--- config.mk ---
export PLATFORM = sky130hd
export DESIGN_NAME = alu_arbiter_flat
export DESIGN_NICKNAME = d
export VERILOG_FILES = /design/src/rtl/alu_arbiter_pkg.sv /design/src/rtl/alu_arbiter_if.sv /design/src/rtl/alu_arbiter_rr_pick2.sv /design/src/rtl/alu_arbiter.sv /design/src/flat_wrapper.sv
export SDC_FILE = /design/constraint.sdc
export NUM_CORES = 1
export LEC_CHECK = 0
export ABC_AREA = 1
export CAP_MARGIN = 40
export CORE_MARGIN = 2
export CORE_UTILIZATION = 43
export DETAILED_ROUTE_END_ITERATION = 8
export GPL_ROUTABILITY_DRIVEN = 0
export GPL_TIMING_DRIVEN = 1
export PLACE_DENSITY = 0.93
export SKIP_CTS_REPAIR_TIMING = 1
export SLEW_MARGIN = 20
export SYNTH_ARGS = -nofsm -noshare
export SYNTH_HDL_FRONTEND = slang
export SYNTH_SLANG_ARGS = --single-unit
--- constraint.sdc ---
create_clock -name clk -period 2.2 [get_ports clk]
set_input_delay 0.33 -clock clk [delete_from_list [all_inputs] [get_ports clk]]
set_output_delay 0.33 -clock clk [all_outputs]
set_load 0.005 [all_outputs]
--- src/rtl/alu_arbiter_pkg.sv ---
// Shared types for the two-requester ALU arbiter: FSM states, requester count
// and the latched operation record.
package alu_arb_pkg;

    localparam int NREQ   = 2;
    localparam int ALU_W  = 32;
    localparam int ALU_CW = 4;

    typedef enum logic [1:0] {
        IDLE,
        EXEC,
        RESP
    } arb_state_t;

    typedef struct packed {
        logic [ALU_W-1:0]  d1;
        logic [ALU_W-1:0]  d2;
        logic [ALU_CW-1:0] control;
    } alu_req_t;

    function automatic logic [NREQ-1:0] onehot2(input logic idx);
        return idx ? 2'b10 : 2'b01;
    endfunction

endpackage

--- src/rtl/alu_arbiter_if.sv ---
// Request/response handshake bundle between the two requesters and the arbiter.
interface alu_arbiter_if #(
    parameter int WIDTH = 32,
    parameter int CW    = 4
) ();
    import alu_arb_pkg::*;

    logic [NREQ-1:0]            req_valid;
    logic [NREQ-1:0]            req_ready;
    logic [NREQ-1:0][WIDTH-1:0] req_d1;
    logic [NREQ-1:0][WIDTH-1:0] req_d2;
    logic [NREQ-1:0][CW-1:0]    req_control;
    logic [NREQ-1:0]            rsp_valid;
    logic [NREQ-1:0]            rsp_ready;
    logic [WIDTH-1:0]           rsp_result;

    // master = requester side, slave = arbiter side
    modport master (
        output req_valid, req_d1, req_d2, req_control, rsp_ready,
        input  req_ready, rsp_valid, rsp_result
    );

    modport slave (
        input  req_valid, req_d1, req_d2, req_control, rsp_ready,
        output req_ready, rsp_valid, rsp_result
    );

endinterface

--- src/rtl/alu_arbiter_rr_pick2.sv ---
// Two-way round-robin picker: a lone requester always wins, a tie goes to the
// requester that did not win last time.
module rr_pick2
    import alu_arb_pkg::*;
(
    input  logic [NREQ-1:0] req_valid,
    input  logic            last_grant,
    output logic [NREQ-1:0] grant,
    output logic            grant_idx
);

    always_comb begin
        grant_idx = 1'b0;
        if (req_valid == 2'b11) begin
            grant_idx = ~last_grant;
        end else if (req_valid[1]) begin
            grant_idx = 1'b1;
        end
        grant = (req_valid != '0) ? onehot2(grant_idx) : '0;
    end

endmodule

--- src/rtl/alu_arbiter.sv ---
// Non-pipelined arbiter sharing one combinational ALU between two requesters:
// grant in IDLE, drive the ALU for one EXEC cycle, hold the result in RESP.
module alu_arbiter
    import alu_arb_pkg::*;
#(
    parameter int WIDTH = ALU_W,
    parameter int CW    = ALU_CW
) (
    input  logic             clk,
    input  logic             rst,
    alu_arbiter_if.slave     bus,
    output logic [WIDTH-1:0] alu_d1,
    output logic [WIDTH-1:0] alu_d2,
    output logic [CW-1:0]    alu_control,
    input  logic [WIDTH-1:0] alu_result,
    output logic             busy
);

    arb_state_t      state;
    logic            last_grant;
    logic            owner;
    alu_req_t        op;
    logic [WIDTH-1:0] result_q;
    logic [NREQ-1:0] rsp_valid_q;
    logic [NREQ-1:0] grant;
    logic            grant_idx;

    rr_pick2 u_pick (
        .req_valid (bus.req_valid),
        .last_grant(last_grant),
        .grant     (grant),
        .grant_idx (grant_idx)
    );

    // req_ready is the only combinational output; everything else comes from registers
    assign bus.req_ready  = (state == IDLE) ? grant : '0;
    assign bus.rsp_valid  = rsp_valid_q;
    assign bus.rsp_result = result_q;
    assign alu_d1         = op.d1;
    assign alu_d2         = op.d2;
    assign alu_control    = op.control;

    // op is nonzero only during EXEC, so it doubles as the ALU input register
    always_ff @(posedge clk) begin
        if (rst) begin
            state       <= IDLE;
            last_grant  <= 1'b1;
            owner       <= 1'b0;
            op          <= '0;
            result_q    <= '0;
            rsp_valid_q <= '0;
            busy        <= 1'b0;
        end else begin
            case (state)
                IDLE: begin
                    if (bus.req_valid != '0) begin
                        op <= '{d1:      bus.req_d1[grant_idx],
                                d2:      bus.req_d2[grant_idx],
                                control: bus.req_control[grant_idx]};
                        owner      <= grant_idx;
                        last_grant <= grant_idx;
                        busy       <= 1'b1;
                        state      <= EXEC;
                    end
                end
                EXEC: begin
                    result_q    <= alu_result;
                    op          <= '0;
                    rsp_valid_q <= onehot2(owner);
                    state       <= RESP;
                end
                RESP: begin
                    if (bus.rsp_ready[owner]) begin
                        rsp_valid_q <= '0;
                        busy        <= 1'b0;
                        state       <= IDLE;
                    end
                end
                default: state <= IDLE;
            endcase
        end
    end

endmodule
--- src/flat_wrapper.sv ---
// flat-port wrapper written by rule: the top's interface ports become plain ports
module alu_arbiter_flat import alu_arb_pkg::*;
#(
    parameter int WIDTH = ALU_W,
    parameter int CW    = ALU_CW
)
  (clk, rst, alu_d1, alu_d2, alu_control, alu_result, busy, bus_req_valid, bus_req_d1, bus_req_d2, bus_req_control, bus_rsp_ready, bus_req_ready, bus_rsp_valid, bus_rsp_result);
  alu_arbiter_if #(.WIDTH(WIDTH), .CW(CW)) bus_i ();
  input  logic clk;
  input  logic rst;
  output logic [WIDTH-1:0] alu_d1;
  output logic [WIDTH-1:0] alu_d2;
  output logic [CW-1:0] alu_control;
  input  logic [WIDTH-1:0] alu_result;
  output logic busy;
  input wire logic [$bits(bus_i.req_valid)-1:0] bus_req_valid;
  input wire logic [$bits(bus_i.req_d1)-1:0] bus_req_d1;
  input wire logic [$bits(bus_i.req_d2)-1:0] bus_req_d2;
  input wire logic [$bits(bus_i.req_control)-1:0] bus_req_control;
  input wire logic [$bits(bus_i.rsp_ready)-1:0] bus_rsp_ready;
  output wire logic [$bits(bus_i.req_ready)-1:0] bus_req_ready;
  output wire logic [$bits(bus_i.rsp_valid)-1:0] bus_rsp_valid;
  output wire logic [$bits(bus_i.rsp_result)-1:0] bus_rsp_result;
  assign bus_i.req_valid = bus_req_valid;
  assign bus_i.req_d1 = bus_req_d1;
  assign bus_i.req_d2 = bus_req_d2;
  assign bus_i.req_control = bus_req_control;
  assign bus_i.rsp_ready = bus_rsp_ready;
  assign bus_req_ready = bus_i.req_ready;
  assign bus_rsp_valid = bus_i.rsp_valid;
  assign bus_rsp_result = bus_i.rsp_result;
  alu_arbiter #(.WIDTH(WIDTH), .CW(CW)) u_core (.clk(clk), .rst(rst), .bus(bus_i), .alu_d1(alu_d1), .alu_d2(alu_d2), .alu_control(alu_control), .alu_result(alu_result), .busy(busy));
endmodule
* Yosys cells after proc, flatten, opt, wreduce, memory -nomap -nowiden
Index checks and enable logic that the tools add are counted.
** Operators by class
- Bitwise logic cells :: 1
- Shift operators :: 0
- Mux-type cells :: 23
- Magnitude comparators :: 2
- $add $sub $neg :: 0
- Reduce and logical (&&, ||, !) cells :: 10
- Multiply operators :: 0
- Eq/ne operators :: 5
- Div/mod/pow operators :: 0
** Operators by type and width (count)
- 68-bit one-hot mux with 2 select lines :: 1
- 32-bit 2-to-1 mux :: 4
- 68-bit 2-to-1 mux :: 1
- 2-bit 2-to-1 mux :: 6
- 4-bit 2-to-1 mux :: 2
- 2-bit AND reduction :: 4
- 2-bit nonzero test :: 4
- 1-bit 2-to-1 mux :: 6
- 2-bit one-hot mux with 3 select lines :: 1
- 2-bit == test, second input constant :: 2
- 1-bit by 2-bit < comparator with 1-bit output, second input constant :: 2
- 2-bit one-hot mux with 2 select lines :: 1
- 3-bit AND reduction :: 1
- 2-bit by 1-bit == test with 1-bit output, second input constant :: 1
- 2-bit zero test :: 1
- 2-bit by 1-bit inequality test with 1-bit output, second input constant :: 1
- 2-bit inequality test, second input constant :: 1
- 1-bit one-hot mux with 2 select lines :: 1
- 1-bit NOT :: 1
** Word-level totals
- Flip-flop bits (word level) :: 107
- Input port bits :: 174
- Bits in read-only memories :: 0
- Word-level logic and storage cells :: 50
- Output and inout port bits :: 105
- Memories kept :: 0
- Latch bits :: 0
- Bits in writable memories :: 0

* Longest topological paths before layout
- Word-level depth :: 6
- Mapped depth :: 10
- Gate-level depth less buffers :: 7

* Cells and area by module
From an unflattened synthesis, not the netlist that was laid out.
** Second synthesis, totals
- Cells, all modules :: 699
- Area, all modules :: 4754.6 µm²
** By module, submodules not included
- alu_arbiter :: cells each 693, area each 4729.5 µm², times used 1
- rr_pick2 :: cells each 6, area each 25.0 µm², times used 1

* Worst setup path before layout
OpenSTA, ideal clock, no wires.
- Path type :: flip-flop to output port
- Start point :: register u_core.state[1]
- End point :: output port bus_req_ready[1]
- Arrival :: 930 ps
- Stages on the path, launching flop included :: 6
- Setup slack :: 940 ps
- Buffers on the path :: 2
- Required time :: 1870 ps
- Cell sequence :: dfxtp_1 > nor2_4 > buf_6 > buf_2 > nand2_1 > inv_1
** Between the ends
- Cells in the longest elaborated chain, start to end :: 2
** RTL lines
- from (decl) :: line alu_arbiter.sv:19 : arb_state_t state;
- from (signal assigned) :: line alu_arbiter.sv:46 : state <= IDLE;
- from (signal assigned) :: line alu_arbiter.sv:63 : state <= EXEC;
- from (signal assigned) :: line alu_arbiter.sv:70 : state <= RESP;
- 2-bit zero test :: line alu_arbiter.sv:36 : assign bus.req_ready = (state == IDLE) ? grant : '0;
- 2-bit 2-to-1 mux :: line alu_arbiter.sv:36
- to (decl) :: line flat_wrapper.sv:21 : output wire logic [$bits(bus_i.req_ready)-1:0] bus_req_ready;
Every way passes these cells.

* Worst setup path in the final report
- Start point :: input port bus_req_valid[0]
- End point :: output port bus_req_ready[0]
** Between the ends
- Cells in the longest elaborated chain, start to end :: 5
- Elaborated cells on any way between the ends :: 6
** RTL lines
- from (decl) :: line flat_wrapper.sv:16 : input wire logic [$bits(bus_i.req_valid)-1:0] bus_req_valid;
- 2-bit == test :: line alu_arbiter_rr_pick2.sv:14 : if (req_valid == 2'b11) begin
- 1-bit 2-to-1 mux :: line alu_arbiter_rr_pick2.sv:14
- 2-bit 2-to-1 mux :: line alu_arbiter_pkg.sv:22 : return idx ? 2'b10 : 2'b01;
- 2-bit 2-to-1 mux (*) :: line alu_arbiter_rr_pick2.sv:19 : grant = (req_valid != '0) ? onehot2(grant_idx) : '0;
- 2-bit 2-to-1 mux (*) :: line alu_arbiter.sv:36
Mark *: on every way between the ends. The rest lies on a longest branch, timed or not.

==> flow_summary_export.csv <==
group,metric,value,unit
outcome,outcome,"finished, final reports clean",
setup_path,critPathMaxFanout,2,
setup_path,endpoint_kind,"output port",
timing,final_hold_viol_count,0,
setup_path,cp-startpoint,"bus_req_valid[0]",
logic_synthesis,yosysWarningCount,0,
global_route,grt_pass1_wl,27100,um
power_and_ir_drop,pwr_density_cell,668,nW/um^2
clock_network,worst_skew_pair.late_latency,0.35,ns
setup_path,worst_setup_path_start_kind,"input port",
timing,tns,0,ns
setup_path,r2r-start,"u_core.state[0]$_SDFFE_PP0P_",
timing,max_freq,477,MHz
setup_path,crit_arrival,1.77,ns
clock_network,clock-sinks,107,
drt,first_iter_violations,723,
setup_path,cp.required,1.87,ns
floorplan,top_level_ports,279,
drt,met3_length,1520,um
timing,setup_viol,0,
job,cap_violations,0,
setup_path,rr_worst_depth,6,
logic_synthesis,netlist-cell-type-count,19,
floorplan,row_count,40,
clock_network,clk_pin_slew,0.07,ns
clock_network,clk_path_buf_depth,2,
power_and_ir_drop,vdd_drop_max,0.473,mV
setup_path,timing.rr.end,"u_core.alu_d2[9]$_SDFFE_PP0P_",
clock_network,cts_root_buf,"clkbuf_16",
drt,viasPerCell,5.49,
hold_path,hold_class,"in -> reg",
clock_network,cts_tree,"done",
setup_path,r2r_slack,0.61,ns
logic_synthesis,synthCells,724,
logic_synthesis,synth_nets,898,
drt,routed.top_layer,"met4",
cells_and_area,mostFrequentLayoutCells,"clkdlybuf4s50_1, nand3_1, nand4_1, dfxtp_1, nand2_1",
place,dpl_cell_area,7890,um^2
timing,timing.final.crit_period,2.10,ns
floorplan,coreArea,11900,um^2
logic_synthesis,netlist_area,5180,um^2
hold_path,whs_endpoint,"u_core.alu_d1[4]$_SDFFE_PP0P_",
cells_and_area,stdcell_area,8180,um^2
cells_and_area,layout_commonest_cell,"clkdlybuf4s50_1",
global_route,antenna_found_initial,1,
floorplan,die_w,114,um
hold_path,min_from,"bus_req_valid[1]",
drt,vias,6057,
drt,drt-met1-wl,6850,um
drt,drt_first_pass_iters,6,
cells_and_area,nets,1124,
drt,wl_met2,8540,um
logic_synthesis,ys_seq_area_share,41.3,%
cells_and_area,area_growth,57.9,%
global_route,gr-total-overflow,0,
drt,wirelength,17600,um
floorplan,start_util,43.5,%
cells_and_area,drive_above_1_share,4.29,%
hold_path,holdPathStages,5,
global_route,grt_max_degree,75,
floorplan,die_y,114,um
setup_path,worstSetupPathType,"in -> out",
cells_and_area,final_util,68.7,%
place,portBuffers,278,
place,hpwl,11600,um
power_and_ir_drop,power.leakage,3.62,nW
timing,worst_pin_slew,0.764,ns
logic_synthesis,synth_area_per_cell,7.16,um^2
global_route,grt_pass1_vias,5466,
timing,finalWorstSetupSlack,0.105,ns
place,dp_slack,0.107,ns
drt,drc,0,
drt,detail-route-antenna-nets,0,
timing,skew,0.00599,ns
drt,wl_per_cell,15.9,um
global_route,track_usage,25.8,%
floorplan,die-area,12900,um^2
clock_network,cts_made_buffers,9,
logic_synthesis,ys_seq_elements,107,
timing,rsz0062_at_grt,"no",
timing,period_share,95.2,%
clock_network,htreeDepth,3,
timing,slew_violations,0,
timing,relSlewSlack,49.1,%
-- cell usage after synthesis --
cell / count / area (um^2)
inv_1: 71 / 267
buf_2: 40 / 200
nand3_1: 139 / 696
nor2_4: 1 / 11.3
nand2_1: 79 / 297
clkbuf_1: 20 / 75.1
buf_4: 5 / 37.5
nor2_1: 67 / 251
nand2_2: 5 / 31.3
o21ai_0: 4 / 20.0
buf_1: 1 / 3.75
buf_6: 10 / 113
o21ai_1: 28 / 140
nand3b_1: 3 / 22.5
a21oi_1: 8 / 40.0
nand4_1: 130 / 813
inv_2: 5 / 18.8
dfxtp_1: 107 / 2140
clkinv_1: 1 / 3.75
-- power breakdown --
group	switching (mW)	total [mW]	internal, mW
logic	0.788	1.66	0.871
registers	0.105	2.24	2.14
clock network	0.757	1.57	0.810
-- state kept, by name, summed over array words and instances (netlist names) --
| name | count |
|---|---|
| u_core.state | 2 |
| u_core.bus.rsp_valid | 2 |
| u_core.bus.rsp_result | 32 |
| u_core.alu_d1 | 32 |
| u_core.busy | 1 |
| u_core.alu_control | 4 |
| u_core.alu_d2 | 32 |
| u_core.last_grant | 1 |
| u_core.owner | 1 |
-- cells by family (layout without fill, tap and decap cells) --
group / after synthesis / in the layout / synth area share, %
compound gates: 40 / 40 / 3.86
buf+inv: 153 / 384 / 13.9
flops: 107 / 107 / 41.3
other cells: 0 / 1 / 0
simple gates: 424 / 424 / 40.9
-- final cells by class --
class                           instances  area, um^2
Inverter                               77         289
Multi-Input combinational cell        464        2330
Fill cell                             919        3730
Tap cell                              147         184
Sequential cell                       107        2140
Timing Repair Buffer                  291        2950
Antenna cell                            1        2.50
Clock inverter                          6        50.0
Clock buffer                           10         239
-- metrics by stage --
| step | cells | hold WS [ns] | power (mW) |
|---|---|---|---|
| final | 1103 | 0.427 | 5.47 |
| after global routing | 1103 | 0.457 | 5.74 |
| after floorplan | 724 | 0.449 | 3.09 |
| after CTS | 1102 | 0.418 | 5.50 |
| after detailed placement | 1086 | 0.453 | 3.94 |
| after global placement | 1086 | 0.446 | 3.90 |
-- per-layer routing --
| metal | GRT usage [%] | vias up |
|---|---|---|
| li1 | - | 2939 |
| met1 | 31.4 | 2755 |
| met2 | 43.2 | 310 |
| met3 | 5.79 | 53 |
| met4 | 12.5 | 0 |
| met5 | 0 | - |
-- critical path, cell delays in order --
cell and delay, ns:
clkdlybuf4s50_1 0.51, nand2_2 0.10, nand2_2 0.09, inv_1 0.06
nor2_1 0.12, clkdlybuf4s50_1 0.56
-- worst max-delay path by stage --
stage | end | slack (ns) | depth (start not counted)
final | bus_req_ready[0] | 0.10 | 6
after global routing | bus_req_ready[1] | 0.04 | 7
after CTS | bus_req_ready[0] | 0.10 | 6
after detailed placement | bus_req_ready[0] | 0.11 | 6
after global placement | bus_req_ready[0] | 0.15 | 6
after floorplan | bus_req_ready[1] | 0.94 | 5
Power figures use the tool's default switching activity.
